--- src/rtl/receiver_native.sv ---
// UART receiver: synchronises din, validates the start bit, samples WORD_WIDTH
// data bits LSB-first at mid-bit and writes good words to a FIFO via we/full.
module receiver_native #(
  parameter logic [31:0] CLOCK_FREQUENCY = 32'd100_000_000,
  parameter logic [31:0] BAUD_RATE       = 32'd115200,
  parameter logic [31:0] WORD_WIDTH      = 32'd8
) (
  input  logic                  clk,
  input  logic                  rst,
  input  logic                  din,
  input  logic                  full,
  output logic                  we,
  output logic [WORD_WIDTH-1:0] dout,
  output logic                  frame_error,
  output logic                  overrun
);

  localparam int unsigned CPB  = CLOCK_FREQUENCY / BAUD_RATE;
  localparam int unsigned HALF = CPB / 2;
  localparam int unsigned CW   = (CPB > 1) ? $clog2(CPB) : 1;
  localparam int unsigned BW   = (WORD_WIDTH > 1) ? $clog2(WORD_WIDTH) : 1;

  localparam logic [CW-1:0] CNT_ZERO = CW'(0);
  localparam logic [CW-1:0] CNT_ONE  = CW'(1);
  localparam logic [CW-1:0] CNT_HALF = CW'(HALF - 1);
  localparam logic [CW-1:0] CNT_LAST = CW'(CPB - 1);
  localparam logic [BW-1:0] BIT_ZERO = BW'(0);
  localparam logic [BW-1:0] BIT_ONE  = BW'(1);
  localparam logic [BW-1:0] BIT_LAST = BW'(WORD_WIDTH - 1);

  typedef enum logic [2:0] {
    ST_IDLE  = 3'd0,
    ST_START = 3'd1,
    ST_DATA  = 3'd2,
    ST_STOP  = 3'd3,
    ST_BREAK = 3'd4
  } state_t;

  logic                  sync_r;
  logic                  rx_r;
  state_t                state_r,  state_s;
  logic [CW-1:0]         cnt_r,    cnt_s;
  logic [BW-1:0]         idx_r,    idx_s;
  logic [WORD_WIDTH-1:0] shift_r,  shift_s;
  logic [WORD_WIDTH-1:0] dout_r,   dout_s;
  logic                  we_r,     we_s;
  logic                  fe_r,     fe_s;
  logic                  ov_r,     ov_s;

  // Two-flop synchroniser for the asynchronous serial line, idling high.
  always_ff @(posedge clk or negedge rst) begin
    if (!rst) begin
      sync_r <= 1'b1;
      rx_r   <= 1'b1;
    end else begin
      sync_r <= din;
      rx_r   <= sync_r;
    end
  end

  // Next-state, counters, shift register and output pulses.
  always_comb begin
    state_s = state_r;
    cnt_s   = cnt_r + CNT_ONE;
    idx_s   = idx_r;
    shift_s = shift_r;
    dout_s  = dout_r;
    we_s    = 1'b0;
    fe_s    = 1'b0;
    ov_s    = 1'b0;
    case (state_r)
      ST_IDLE: begin
        cnt_s = CNT_ZERO;
        if (!rx_r) begin
          state_s = ST_START;
        end else begin
          state_s = ST_IDLE;
        end
      end
      ST_START: begin
        if (cnt_r == CNT_HALF) begin
          cnt_s = CNT_ZERO;
          idx_s = BIT_ZERO;
          if (!rx_r) begin
            state_s = ST_DATA;
          end else begin
            state_s = ST_IDLE;
          end
        end else begin
          state_s = ST_START;
        end
      end
      ST_DATA: begin
        if (cnt_r == CNT_LAST) begin
          shift_s = {rx_r, shift_r[WORD_WIDTH-1:1]};
          cnt_s   = CNT_ZERO;
          idx_s   = idx_r + BIT_ONE;
          if (idx_r == BIT_LAST) begin
            state_s = ST_STOP;
          end else begin
            state_s = ST_DATA;
          end
        end else begin
          state_s = ST_DATA;
        end
      end
      ST_STOP: begin
        if (cnt_r == CNT_LAST) begin
          cnt_s = CNT_ZERO;
          if (rx_r) begin
            // full is only consulted here, at the stop sample.
            if (!full) begin
              dout_s = shift_r;
              we_s   = 1'b1;
            end else begin
              ov_s   = 1'b1;
            end
            state_s = ST_IDLE;
          end else begin
            fe_s    = 1'b1;
            state_s = ST_BREAK;
          end
        end else begin
          state_s = ST_STOP;
        end
      end
      ST_BREAK: begin
        cnt_s = CNT_ZERO;
        if (rx_r) begin
          state_s = ST_IDLE;
        end else begin
          state_s = ST_BREAK;
        end
      end
      default: begin
        state_s = ST_IDLE;
        cnt_s   = CNT_ZERO;
      end
    endcase
  end

  // State and registered outputs.
  always_ff @(posedge clk or negedge rst) begin
    if (!rst) begin
      state_r <= ST_IDLE;
      cnt_r   <= CNT_ZERO;
      idx_r   <= BIT_ZERO;
      shift_r <= {WORD_WIDTH{1'b0}};
      dout_r  <= {WORD_WIDTH{1'b0}};
      we_r    <= 1'b0;
      fe_r    <= 1'b0;
      ov_r    <= 1'b0;
    end else begin
      state_r <= state_s;
      cnt_r   <= cnt_s;
      idx_r   <= idx_s;
      shift_r <= shift_s;
      dout_r  <= dout_s;
      we_r    <= we_s;
      fe_r    <= fe_s;
      ov_r    <= ov_s;
    end
  end

  assign we          = we_r;
  assign dout        = dout_r;
  assign frame_error = fe_r;
  assign overrun     = ov_r;

endmodule

--- config.mk ---
export PLATFORM = sky130hd
export DESIGN_NAME = receiver_native
export DESIGN_NICKNAME = d
export VERILOG_FILES = /design/src/rtl/receiver_native.sv
export SDC_FILE = /design/constraint.sdc
export NUM_CORES = 1
export LEC_CHECK = 0
export BUFFER_PORTS_ARGS = -buffer_cell sky130_fd_sc_hd__buf_2
export CORE_MARGIN = 4
export CORE_UTILIZATION = 50
export CTS_CLUSTER_SIZE = 8
export DETAILED_ROUTE_END_ITERATION = 16
export PLACE_DENSITY = 0.72
export RECOVER_POWER = 100
export SLEW_MARGIN = 30
export SYNTH_ARGS = -nofsm -noshare
export SYNTH_HDL_FRONTEND = slang
export SYNTH_SLANG_ARGS = --single-unit
--- constraint.sdc ---
create_clock -name clk -period 2 [get_ports clk]
set_clock_uncertainty 0.2 [all_clocks]
set_input_delay 0.4 -clock clk [delete_from_list [all_inputs] [get_ports clk]]
set_output_delay 0.4 -clock clk [all_outputs]
set_load 0.01 [all_outputs]
; ---- Word level (Yosys, flattened, before mapping)
; Cells that the tools add are included.
[totals]
rom_bits = 0
ff_bits = 37
n_memories = 0
ram_bits = 0
latch_bits = 0
word_cells = 53
out_inout_bits = 11
input_bits = 4
[classes]
reduce_logical = 6
order_cmp = 0
bitwise_logic = 1
muxes = 25
n_mul = 0
addsub = 2
n_eq_ne = 9
div_mod_pow = 0
shifts = 0
[ops]
columns = operator, n
row1 = $mux W10, 2
row2 = $pmux W10 S2, 1
row3 = $mux W3, 6
row4 = $pmux W3 S5, 1
row5 = $mux W1, 13
row6 = $add A10 B1 Y10 const B, 1
row7 = $eq A10 B10 Y1 const B, 1
row8 = $eq A10 B9 Y1 const B, 1
row9 = $eq A3 B2 Y1 const B, 2
row10 = $eq A3 B3 Y1 const B, 2
row11 = $pmux W3 S2, 1
row12 = $ne A2 B2 Y1 const B, 2
row13 = $reduce_and A4 Y1, 1
row14 = $add A3 B1 Y3 const B, 1
row15 = $eq A3 B1 Y1 const B, 1
row16 = $logic_not A3 Y1, 1
row17 = $reduce_and A3 Y1, 1
row18 = $mux W2, 1
row19 = $reduce_and A2 Y1, 1
row20 = $reduce_bool A2 Y1, 1
row21 = $reduce_or A2 Y1, 1
row22 = $not A1 Y1, 1

; ---- Depth between registers and ports, before layout
; Gate-level depths: netlist (run 1).
[logic_depth]
word_depth = 4
mapped_depth = 6
ltp_nobuf = 6

; ---- Worst setup path after synthesis (run 1)
; Ideal clock, no wire load.
[synth_timing]
path_type = reg-to-reg
startpoint = register cnt_r[3]
endpoint = register idx_r[0]
n_path_buf = 0
path_stages_with_launch = 5
path_slack_ns = 0.018
arrival_time_ns = 1.658
required_ns = 1.675
period_less_slack_ns = 1.982
setup_ns = 0.125
cell_sequence = dfrtp_1 or4b_4 nor4_4 a31oi_1 mux2_2
[synth_via]
elab_chain_cells = 3
elab_cells_between_ends = 5
cone_classes = eq/ne (4) / reduce/logical (1)
[synth_rtl]
columns = item, line
row1 = start: declaration, 42  ; logic [CW-1:0] cnt_r, cnt_s;
row2 = start signal: assignment, 155  ; cnt_r <= cnt_s;
row3 = $eq A10 B10 Y1 / $eq A10 B9 Y1 (equally long branches), "94, 81"
row4 = $ne A2 B2 Y1 (no line), -
row5 = $reduce_and A3 Y1 (no line) (*), -
row6 = end signal: assignment, 156  ; idx_r <= idx_s;
row7 = end: declaration, 43  ; logic [BW-1:0] idx_r, idx_s;
; Mark *: on every way between the ends. The rest lies on a longest branch, timed or not.
; A chain may end at the register's enable or synchronous reset.

; ---- Worst setup path in the final report (run 1)
[layout_timing]
startpoint = register state_r[2]
endpoint = register shift_r[2]
[layout_via]
elab_chain_cells = 2
[layout_rtl]
columns = item, line
row1 = start: declaration, 41  ; state_t state_r, state_s;
row2 = start signal: assignment, 154  ; state_r <= state_s;
row3 = $eq A3 B2 Y1, 71  ; case (state_r)
row4 = $reduce_and A2 Y1 (no line), -
row5 = end signal: assignment, 148  ; shift_r <= {WORD_WIDTH{1'b0}};
row6 = end signal: assignment, 157  ; shift_r <= shift_s;
row7 = end: declaration, 44  ; logic [WORD_WIDTH-1:0] shift_r, shift_s;
; Every way passes these cells.

==> flow_summary.yaml, run 1 <==
run_status:
  outcome: "completed"
detailed_routing:
  via_per_inst: 5.184
  drt-initial-drc-count: 55
  vias: 1125
  final_antenna_net_count: 0
  postRouteWirelength_um: 3108
  first_pass_iters: 4
  drc: 0
  routedWlPerCell_um: 14.32
logic_synthesis:
  seq_area_frac_synth_pct: 57.08
  syn_nets: 136
  avgSynthCellArea_um2: 12.71
  yosysWarnings: 0
  synth_cell_types: 31
  yosys_register_bits: 37
  netlist_instances: 128
  netlist_area_mm2: 0.001627
clock_tree:
  cts_made_buffers: 5
  cts_tree: "done"
  clk_pin_slew_ns: 0.11
  clk_path_buf_depth: 2
  clock_latency_ns: 0.35
  cts_sinks: 37
  cts_root_buf: "clkbuf_4"
  htree_levels: 2
place:
  portBuffers: 14
  gp_congestion: 0.9268
  dp_cells: 201
  placed_area_mm2: 0.001892
  pre_cts_ws_ns: -0.02287
  dpl.hpwl_um: 2104
setup_path:
  path_cells: "or3b_4 -> nor4_4 -> buf_4 -> clkbuf_16 -> mux2_4"
  crit_family: "simple AND/OR/NAND/NOR gates"
  critPathCaptureType: "register"
  path_max_fanout: 5
  crit_buf_inv: 2
  crit_slowest_cell: "or3b_4"
  start_kind: "register"
  crit_required_ns: 2.05
  critPathArrivalTime_ns: 2.05
  worstSetupPathType: "reg -> reg"
  critPathMaxStageDelay_ns: 0.41
final_layout:
  fin_nets: 180
  syn2layout_area_growth_pct: 27.54
  diodes: 0
  final_cells: 217
  drive_gt1_share_pct: 36.99
  design_area_mm2: 0.002074
  utilization_pct: 67.40
min_path:
  hold_path_class: "in -> reg"
die:
  die_w_um: 65.04
  io_pins: 15
  start_util_pct: 52.85
  fp.coreArea_mm2: 0.003078
  dieHeight_um: 65.04
  fp.dieArea_mm2: 0.004230
  fp-row-count: 20
job:
  cap_violations: 0
power:
  vdd_drop_max_mv: 0.3888
  p_leak_nw: 0.9816
  p_total_mw: 1.160
  pwr_density_cell_mw_per_mm2: 559.2
timing:
  relSlewSlack_pct: 32.72
  whs_ns: 0.05142
  drv_slew: 0
  tns_ns: 0
  rsz0062_at_grt: "true"
  finalCriticalPeriod_ns: 1.996
  finalCritPeriodShare_pct: 99.82
  fmax_ghz: 0.5009
  setup_violations: 0
  hold_viol_final: 0
  fin_ws_ns: 0.003688
  tightest_slew_ns: 1.009
global_route:
  antenna_found_initial: 0
  gr-total-overflow: 0
  grt_max_degree: 21
  grt_pass1_wl_um: 5264
  grt_usage_pct: 16.56
  grt_pass1_vias: 1133
## registers in the layout, summed over array words and instances (netlist names)
register	count
idx_r	3
rx_r	1
state_r	3
sync_r	1
overrun	1
frame_error	1
shift_r	8
cnt_r	10
we	1
dout	8
## worst paths after layout
| check | cells after the start | startpoint | endpoint | slack (ns) |
|---|---|---|---|---|
| worst max-delay path | 5 | state_r[2]$_DFF_PN0_ | shift_r[2]$_DFFE_PN0P_ | 0.004 |
| worst min-delay path | 2 | full | we$_DFF_PN0_ | 0.05 |
| worst max register to register | 5 | state_r[2]$_DFF_PN0_ | shift_r[2]$_DFFE_PN0P_ | 0.004 |
| worst min register to register | 0 | sync_r$_DFF_PN1_ | rx_r$_DFF_PN1_ | 0.16 |
| max in group asynchronous | 3 | rst | sync_r$_DFF_PN1_ | 0.36 |
| min in group asynchronous | 2 | rst | state_r[2]$_DFF_PN0_ | 0.52 |
## placed cells by master, fill, tap and decap left out, types with 2 or more instances in the layout
master and n:
nand4b_1 2, or3_1 2, nor2_1 17, nor4_4 2
dfrtp_1 35, clkbuf_4 5, clkbuf_1 12, buf_4 18
clkinv_2 2, a22o_2 2, xnor2_1 3, mux2_2 7
xor2_1 5, nand2_1 9, nand3b_1 2, inv_1 2
a21oi_1 2, ha_1 3, nor3_1 3, mux2_4 10
buf_2 2, dfstp_2 2, dlygate4sd3_1 2, nand3_1 3
buf_12 3
## routing by layer
layer | wire (um) | track usage [%] | vias to the layer above | share of wire, %
met5 | 0 | 0 | - | 0
met4 | 56 | 7.513 | 0 | 1.8
met3 | 180 | 6.412 | 7 | 5.8
met2 | 1501 | 25.42 | 33 | 48
met1 | 1370 | 20.66 | 547 | 44
li1 | - | - | 538 | -
## cell families after synthesis
logic type	share of synthesized area (%)
and+or+nand+nor	17.38
DFF	57.08
muxes	11.77
AOI/OAI and AO/OA	4.384
xor gates and xnor gates	4.308
buffers and inverters	2.000
adders and majority gates	3.077
## report_power, final
group	switching, mW	internal (mW)
combinational	0.0170	0.00899
sequential	0.00240	0.751
clock	0.248	0.132
## synthesized netlist by cell type
| cell type | number | area, um^2 |
|---|---|---|
| dfrtp_1 | 35 | 875.8 |
| or4b_4 | 1 | 13.76 |
| and4_2 | 1 | 10.01 |
| and3_1 | 1 | 6.260 |
| mux2_2 | 17 | 191.4 |
| o21ai_0 | 1 | 5.000 |
| nand4b_1 | 2 | 17.52 |
| a31oi_1 | 2 | 12.51 |
| a311oi_1 | 1 | 8.760 |
| nand3b_1 | 2 | 15.01 |
| or2_2 | 1 | 6.260 |
| nor4_4 | 2 | 42.54 |
| xnor2_1 | 3 | 26.28 |
| nand3_1 | 3 | 15.01 |
| ha_1 | 4 | 50.05 |
| or3b_2 | 1 | 8.760 |
| clkbuf_8 | 1 | 13.76 |
| nor4_1 | 1 | 6.260 |
| xor2_1 | 5 | 43.79 |
| nor2b_1 | 1 | 6.260 |
| a2bb2oi_2 | 1 | 15.01 |
| a22o_2 | 2 | 20.02 |
| a21oi_1 | 2 | 10.01 |
| or3_1 | 2 | 12.51 |
| buf_6 | 1 | 11.26 |
| inv_1 | 2 | 7.510 |
| dfstp_2 | 2 | 52.55 |
| nand4_1 | 1 | 6.260 |
| nor3_1 | 3 | 15.01 |
| nand2_1 | 9 | 33.78 |
| nor2_1 | 18 | 67.56 |
## layout make-up
type,instances,area (um^2)
multi-input cells,87,721.9
clock inverters,3,17.52
clock buffers,5,37.54
well taps,44,55.05
flip-flops and latches,37,928.4
repair buffers,39,306.5
inverters,2,7.507
fillers,238,1003
## worst reg2reg max path: stages (launching register included)
cell and delay (ns):
dfrtp_1 0.40, or3b_4 0.41, nor4_4 0.25, buf_4 0.19, clkbuf_16 0.15, mux2_4 0.29
## timing repair
action,CTS,global route
resized for setup,0,16
gates cloned,0,1
endpoints found under the setup margin,10,33
endpoints found under the hold margin,18,0
pin swaps,1,4
hold buffers,2,0
buffers inserted,1,4
No activity file was read; power rests on OpenSTA's default activity.
==> run 2: changes to the inputs <==
--- a/config.mk
+++ b/config.mk
@@ -10,6 +10,7 @@
 export CORE_UTILIZATION = 50
 export CTS_CLUSTER_SIZE = 8
 export DETAILED_ROUTE_END_ITERATION = 16
+export MAX_ROUTING_LAYER = met4
 export PLACE_DENSITY = 0.72
 export RECOVER_POWER = 100
 export SLEW_MARGIN = 30
==> run 2 against run 1 <==
  * The run now ends with negative setup slack left
  * Routed wire length rose by 5.6%
  * Clock power fell by 1%
  * Via count rose by 1.6%
  * Die area did not move
  * Hold slack got worse by 0.011 ns
  * Sequential power barely moved
  * Global-route usage rose by 0.57 points
  * Largest power group unchanged
  * Sequential share of layout area rose by 0.24 points
  * Cell area fell by 0.54%
==> flow_summary.yaml, run 2 (synthesis gave the netlist of run 1 again) <==
global_route:
  met1_usage_pct: 20.20
  antenna_found_initial: 0
  grt_max_degree: 21
  grt_busiest_layer: "met2"
  grt_usage_pct: 17.14
  grt_pass1_wl_um: 5237
  gr-total-overflow: 0
  use_met3_pct: 6.412
  grt_pass1_vias: 1128
  met2_usage_pct: 26.56
setup_path:
  path_max_fanout: 4
  start_kind: "register"
  r2r_slack_ns: -0.002
  crit_required_ns: 2.05
  r2r-end: "idx_r[0]$_DFFE_PN0P_"
  critPathCaptureType: "register"
  critPathArrivalTime_ns: 2.05
  worstSetupPathType: "reg -> reg"
  rr_worst_depth: 4
  worstReg2RegStart: "cnt_r[3]$_DFF_PN0_"
run_status:
  outcome: "complete, but fails checks"
  violations: "negative setup slack"
power:
  pwr_density_cell_mw_per_mm2: 559.6
  p_total_mw: 1.155
  p_leak_nw: 0.9832
  vdd_drop_max_mv: 0.4019
clock_tree:
  cts_made_buffers: 5
  cts_sinks: 37
  cts_tree: "done"
  htree_levels: 2
  clk_path_buf_depth: 2
  cts_root_buf: "clkbuf_4"
  clk_pin_slew_ns: 0.11
  clock_latency_ns: 0.35
job:
  cap_violations: 0
detailed_routing:
  drt-initial-drc-count: 105
  routedWlPerCell_um: 15.06
  drc: 0
  first_pass_iters: 4
  vias: 1143
  postRouteWirelength_um: 3282
  final_antenna_net_count: 0
  via_per_inst: 5.243
final_layout:
  mostFrequentLayoutCells: "dfrtp_1 (35), buf_4 (18), nor2_1 (17)"
  diodes: 0
  syn2layout_area_growth_pct: 26.85
  drive_gt1_share_pct: 35.63
  multi_input_area_um2: 710.7
  fillers: 261
  regArea_um2: 928.4
  top_register: "cnt_r"
  largest_reg_flops: 10
  final_common_cell: "dfrtp_1"
  fin_nets: 181
min_path:
  min_to: "we$_DFF_PN0_"
  hold_depth: 2
  hold_path_class: "in -> reg"
  holdCritStartpoint: "full"
die:
  die_w_um: 65.04
  io_pins: 15
  fp-row-count: 20
  fp.coreArea_mm2: 0.003078
  fp.dieArea_mm2: 0.004230
  start_util_pct: 52.85
  dieHeight_um: 65.04
timing:
  tightest_slew_ns: 1.043
  finalCritPeriodShare_pct: 100.1
  setup_violations: 1
  whs_ns: 0.04014
  rsz0062_at_grt: "true"
  hold_viol_final: 0
  finalCriticalPeriod_ns: 2.002
  relSlewSlack_pct: 30.44
  fmax_ghz: 0.4996
  drv_slew: 0
  fin_ws_ns: -0.001537
place:
  portBuffers: 14
  dpl.hpwl_um: 2205
  gp_congestion: 0.9101
-- run 2: metrics by stage --
| step | util, % | setup TNS, ns | setup WS [ns] | area [um^2] | cells |
|---|---|---|---|---|---|
| finish | 67.03 | -0.001537 | -0.001537 | 2063 | 218 |
| global route | 67.03 | -0.2816 | -0.05311 | 2063 | 218 |
| floorplan | - | 0 | 0.01780 | 1627 | 128 |
| CTS | 64.02 | -0.1142 | -0.02528 | 1971 | 212 |
| detailed placement | 61.46 | -0.1040 | -0.05966 | 1892 | 201 |
| global placement | 61.46 | -0.003132 | -0.003132 | 1892 | 201 |
-- run 2: how the worst max path moves through the flow --
stage,endpoint,startpoint,cells past startpoint
after floorplan,idx_r[0]$_DFFE_PN0P_,cnt_r[3]$_DFF_PN0_,4
after global placement,idx_r[0]$_DFFE_PN0P_,cnt_r[3]$_DFF_PN0_,4
after detailed placement,idx_r[0]$_DFFE_PN0P_,cnt_r[3]$_DFF_PN0_,4
after CTS,shift_r[4]$_DFFE_PN0P_,cnt_r[0]$_DFF_PN0_,5
after global routing,idx_r[0]$_DFFE_PN0P_,cnt_r[3]$_DFF_PN0_,4
final,idx_r[0]$_DFFE_PN0P_,cnt_r[3]$_DFF_PN0_,4
-- run 2: timing repair --
item,4_1_cts,5_1_grt
endpoints found under the setup margin,13,31
hold buffers,2,0
pin swaps,2,6
cloned,0,1
endpoints found under the hold margin,18,0
buffers inserted,1,5
resized for setup,0,14
-- run 2: cell type report --
| cell class | instances | area share [%] |
|---|---|---|
| timing repair buffer | 40 | 15.04 |
| inverter | 2 | 0.3639 |
| tap | 44 | 2.668 |
| clock buffer | 6 | 2.001 |
| multi-input combinational | 87 | 34.45 |
| sequential | 37 | 45.00 |
| clock inverter | 2 | 0.4851 |
-- run 2: critical path, stage by stage (launching register included) --
cell and delay, ns:
dfrtp_1 0.41, or4b_4 0.55, nor4_4 0.26, a31oi_2 0.19
mux2_4 0.29
-- run 2: power by group --
part / total (mW) / leakage [nW] / switching (mW) / internal, mW
combinational: 0.0264 / 0.456 / 0.0174 / 0.00898
clock: 0.375 / 0.0320 / 0.241 / 0.134
sequential: 0.754 / 0.495 / 0.00213 / 0.751
total: 1.15 / 0.983 / 0.261 / 0.894
-- run 2: metal layers --
metal  routed length, um  vias to the layer above
li1                    -                      538
met1                1414                      565
met2                1642                       34
met3                 171                        6
met4                  53                        0
met5                   0                        -
